## src/rtl/pipe_addsub.sv

```systemverilog
// Pipelined N-bit adder/subtractor: the carry chain is split into STAGES chunks,
// one chunk per pipeline stage, with valid/ready flow control at both ends.
module pipe_addsub #(
  parameter int N      = 32,
  parameter int STAGES = 4
) (
  input  logic         clk,
  input  logic         rst_n,
  input  logic         in_valid,
  output logic         in_ready,
  input  logic [N-1:0] a,
  input  logic [N-1:0] b,
  input  logic         sub,
  output logic         out_valid,
  input  logic         out_ready,
  output logic [N-1:0] sum,
  output logic         cout,
  output logic         ovf,
  output logic         zero,
  output logic         neg
);

  localparam int W    = N / STAGES;
  localparam int LAST = STAGES - 1;

  if ((STAGES < 1) || (N % STAGES != 0)) begin : g_bad_cfg
    $error("pipe_addsub: N must be a multiple of STAGES and STAGES >= 1");
  end

  logic         stall;

  // Per-stage inputs: stage 0 reads the ports, stage k reads the registers of stage k-1
  logic [N-1:0] a_in  [STAGES];
  logic [N-1:0] b_in  [STAGES];
  logic [N-1:0] r_in  [STAGES];
  logic         c_in  [STAGES];
  logic         v_in  [STAGES];
  logic [W:0]   chunk [STAGES];

  logic         vld_d   [STAGES];
  logic         vld_q   [STAGES];
  logic         carry_d [STAGES];
  logic         carry_q [STAGES];
  logic [N-1:0] res_d   [STAGES];
  logic [N-1:0] res_q   [STAGES];
  logic [N-1:0] opa_d   [STAGES];
  logic [N-1:0] opa_q   [STAGES];
  logic [N-1:0] opb_d   [STAGES];
  logic [N-1:0] opb_q   [STAGES];

  logic         ovf_d,  ovf_q;
  logic         zero_d, zero_q;
  logic         neg_d,  neg_q;

  assign stall     = vld_q[LAST] && !out_ready;
  assign in_ready  = !stall;
  assign out_valid = vld_q[LAST];
  assign sum       = res_q[LAST];
  assign cout      = carry_q[LAST];
  assign ovf       = ovf_q;
  assign zero      = zero_q;
  assign neg       = neg_q;

  always_comb begin
    a_in[0] = a;
    b_in[0] = b ^ {N{sub}};
    r_in[0] = '0;
    c_in[0] = sub;
    v_in[0] = in_valid;
    for (int k = 1; k < STAGES; k++) begin
      a_in[k] = opa_q[k-1];
      b_in[k] = opb_q[k-1];
      r_in[k] = res_q[k-1];
      c_in[k] = carry_q[k-1];
      v_in[k] = vld_q[k-1];
    end

    // Each stage resolves one chunk; operands ride along as skew, finished chunks as deskew
    for (int k = 0; k < STAGES; k++) begin
      chunk[k]   = {1'b0, a_in[k][k*W +: W]} + {1'b0, b_in[k][k*W +: W]}
                 + {{W{1'b0}}, c_in[k]};
      vld_d[k]   = v_in[k];
      carry_d[k] = chunk[k][W];
      opa_d[k]   = a_in[k];
      opb_d[k]   = b_in[k];
      res_d[k]   = r_in[k];
      res_d[k][k*W +: W] = chunk[k][W-1:0];
    end

    // Flags are registered with the final chunk so they stay aligned with sum
    ovf_d  = (a_in[LAST][N-1] == b_in[LAST][N-1]) && (res_d[LAST][N-1] != a_in[LAST][N-1]);
    zero_d = (res_d[LAST] == '0);
    neg_d  = res_d[LAST][N-1];
  end

  always_ff @(posedge clk or negedge rst_n) begin
    if (!rst_n) begin
      for (int k = 0; k < STAGES; k++) begin
        vld_q[k]   <= 1'b0;
        carry_q[k] <= 1'b0;
        res_q[k]   <= '0;
      end
      ovf_q  <= 1'b0;
      zero_q <= 1'b0;
      neg_q  <= 1'b0;
    end else if (!stall) begin
      for (int k = 0; k < STAGES; k++) begin
        vld_q[k]   <= vld_d[k];
        carry_q[k] <= carry_d[k];
        res_q[k]   <= res_d[k];
      end
      ovf_q  <= ovf_d;
      zero_q <= zero_d;
      neg_q  <= neg_d;
    end
  end

  // Operand skew registers carry no reset; their contents only matter under a valid bit
  always_ff @(posedge clk) begin
    if (!stall) begin
      for (int k = 0; k < STAGES; k++) begin
        opa_q[k] <= opa_d[k];
        opb_q[k] <= opb_d[k];
      end
    end
  end

endmodule
```

## config.mk

```make
export PLATFORM = sky130hd
export DESIGN_NAME = pipe_addsub
export DESIGN_NICKNAME = d
export VERILOG_FILES = /design/src/rtl/pipe_addsub.sv
export SDC_FILE = /design/constraint.sdc
export NUM_CORES = 1
export LEC_CHECK = 0
export BUFFER_PORTS_ARGS = -buffer_cell sky130_fd_sc_hd__buf_2
export CAP_MARGIN = 20
export CORE_UTILIZATION = 45
export DETAILED_ROUTE_END_ITERATION = 12
export PLACE_DENSITY = 0.66
export REMOVE_ABC_BUFFERS = 1
export SYNTH_ARGS = -nofsm -noshare
export SYNTH_HDL_FRONTEND = slang
export SYNTH_SLANG_ARGS = --single-unit
```

## constraint.sdc

```tcl
create_clock -name clk -period 5.8 [get_ports clk]
set_input_delay 0.29 -clock clk [delete_from_list [all_inputs] [get_ports clk]]
set_output_delay 0.29 -clock clk [all_outputs]
set_load 0.1 [all_outputs]
```

==> results.cfg <==
[place]
pre_cts_ws_ns = 3.13
place_hpwl_mm = 9.58
post_dp_cell_area_sq_um = 8560
port_buffers = 106
gp_congestion = 0.767

[floorplan]
initial_utilization_pct = 46.6
die_w_microns = 134
die_h_microns = 134
dieArea_sq_um = 17900
io_pins = 107
row_count = 47
core_area_sq_um = 16800

[timing]
fin_ws_ns = 3.32
timing_hold_violations_final = 0
slew_violations = 0
relSlewSlack_pct = 31.0
fmax_ghz = 0.403
fin_skew_ns = 0.00945
setup_viol = 0
fin_crit_ns = 2.48
period_share_pct = 42.8
finalHoldWorstSlack_ns = 0.0275
tightest_slew_ns = 1.03
rsz0062_at_grt = false

[global_routing]
grt-ovfl-total = 0
antenna_found_initial = 0
grt_pass1_wl_mm = 23.7
grt_use_total_pct = 17.2
grt_pass1_vias = 4916
grt_max_degree = 98

[synthesis]
synthAdderAreaFrac_pct = 6.28
ys_seq_elements = 186
synth.largest_area_cell = edfxtp_1
syn_area_sq_um = 7810
synth_most_common_cell = nand2_1
synth.distinct_cells = 43
synthFlopType = edfxtp_1
muxShareOfSynthArea_pct = 0.192
synth_edf_count = 96
syn_area_per_cell_sq_um = 12.1
yosysWarnings = 0
synth_area_leaders = edfxtp_1 (37%), dfrtp_1 (29%), nand2_1 (9.3%)
synth_top_family_by_area = simple AND/OR/NAND/NOR gates
synth_xor_area_share_pct = 5.37
synth-simple-area-share_pct = 13.1
synth-compound-area-share_pct = 7.10
syn_inst = 648
ys_async_sr_fraction_pct = 48.4
ys_seq_area_share_pct = 65.7
synthTopCellsByCount = nand2_1 (194), edfxtp_1 (96), dfrtp_1 (90), xor2_1 (35), ha_1 (28)
synth_top_area_share_pct = 36.9

[routing]
drt_iter0_markers = 261
route.detailed.drc = 0
first_pass_iters = 4
wl_per_cell_microns = 14.6
via_count = 4917
final_antenna_net_count = 0
via_per_inst = 4.98
wirelength_mm = 14.4

[clock_network]
root_buffer = clkbuf_16
clkSlewWorstSetupHoldPaths_ns = 0.07
clock-sinks = 186
cts_tree = yes
clock_path_buffers = 2
htree_num_levels = 4
cts_inserted_buffers = 17
cts_setup_buffers = 0
clk_latency_ns = 0.43

[hold_path]
min_path_type = input port to flip-flop
min_to = opa_q[0][19]$_DFFE_PN_
hold_path_depth = 1
hold_path.startpoint = a[19]

[critical_path]
ff2ff_setup_slack_ns = 3.32
timing.rr.end = r_in[67]$_DFFE_PN0N_
startpoint_type = flip-flop
required_ns = 6.15
cp_max_fo = 96
reg2reg_depth = 5
crit_type = flip-flop to flip-flop
end_kind = flip-flop
worstPathArrival_ns = 2.83
worstReg2RegStart = out_valid$_DFFE_PN0N_

[cells_and_area]
fin_nets = 858
drive_above_1_share_pct = 19.6
antenna_cells = 0
final_area_sq_um = 9220
syn_to_final_growth_pct = 18.0
fillers = 1440

[power_and_ir_drop]
max-vdd-ir-drop_uv = 369
total_power_w = 0.00577
p_leak_nw = 4.18
powerDensity_nw_per_um2 = 626

[flow_run]
maxCapViolations = 0

[status]
status = finished, final reports clean
-- report_power, final --
| part | internal [W] | switching, W | total [W] |
|---|---|---|---|
| Sequential | 0.00196 | 0.000262 | 0.00222 |
| Combinational | 0.000602 | 0.00173 | 0.00233 |
| Clock | 0.000724 | 0.000496 | 0.00122 |
| Total | 0.00328 | 0.00249 | 0.00577 |
-- sequential cells by signal, summed over array words and instances, names as in the netlist --
register and count:
zero 1, ovf 1, cout 1, opb_q 48
out_valid 1, v_in 3, opa_q 48, sum 32
r_in 48, c_in 3
-- placed cells by master, fill, tap and decap left out, types with 6 or more instances in the layout --
cell type	count
buf_2	105
fa_1	7
nand2_1	194
nor3_1	11
dfrtp_1	90
nor2_1	27
inv_1	19
edfxtp_1	96
o21ai_0	18
clkbuf_16	17
nor4_1	6
o31ai_1	9
a21oi_1	17
ha_1	28
xor2_1	35
o21a_1	7
xnor2_1	11
-- critical path, stage by stage (launching register included) --
cell and delay (ns):
dfrtp_1 0.38, nor2b_4 0.14, inv_6 0.47, buf_4 0.90
o21ai_0 0.22, o21ai_0 0.21
-- logic make-up after synthesis --
kind of cell	after synthesis
flip-flops	186
AO/OA/AOI/OAI	82
AND/OR/NAND/NOR	252
adder cells (fa/ha/maj)	35
XOR/XNOR	47
multiplexers	1
buffers and inverters	45
-- layout make-up --
cell class,count,area (sq um),share of cell area (%)
multi-input combinational,417,2510,27.2
sequential,186,5130,55.7
timing repair buffer,112,593,6.44
tap,220,275,2.99
clock inverter,14,195,2.12
clock buffer,18,429,4.66
inverter,20,80.1,0.869
-- worst max-delay path by stage --
stage / endpoint / depth (start not counted) / start / slack (ns)
after floorplan: c_in[1]$_DFFE_PN0N_ / 4 / out_valid$_DFFE_PN0N_ / -4.29
after global placement: c_in[2]$_DFFE_PN0N_ / 10 / sub / 3.20
after detailed placement: c_in[2]$_DFFE_PN0N_ / 10 / sub / 3.13
after CTS: r_in[67]$_DFFE_PN0N_ / 5 / out_valid$_DFFE_PN0N_ / 3.30
after global routing: r_in[67]$_DFFE_PN0N_ / 5 / out_valid$_DFFE_PN0N_ / 3.05
final: r_in[67]$_DFFE_PN0N_ / 5 / out_valid$_DFFE_PN0N_ / 3.32
-- per-layer routing --
metal / part of all wire, % / track usage, %
met1: 44 / 21.6
met2: 49 / 28.2
met5: 0 / 0
met3: 4.9 / 4.64
met4: 1.7 / 6.88
-- metrics by stage --
step,setup TNS (ns),utilization [%],std cells
after detailed placement,0,51.1,953
after CTS,0,54.9,986
final,0,55.0,987
after global routing,0,55.0,987
after floorplan,-698.64,-,623
after global placement,0,51.1,953
-- repair_timing --
action	in CTS	in global routing
gates resized for setup	0	0
hold buffers	1	0
hold endpoints to repair	6	0
No activity file was read; power rests on OpenSTA's default activity.
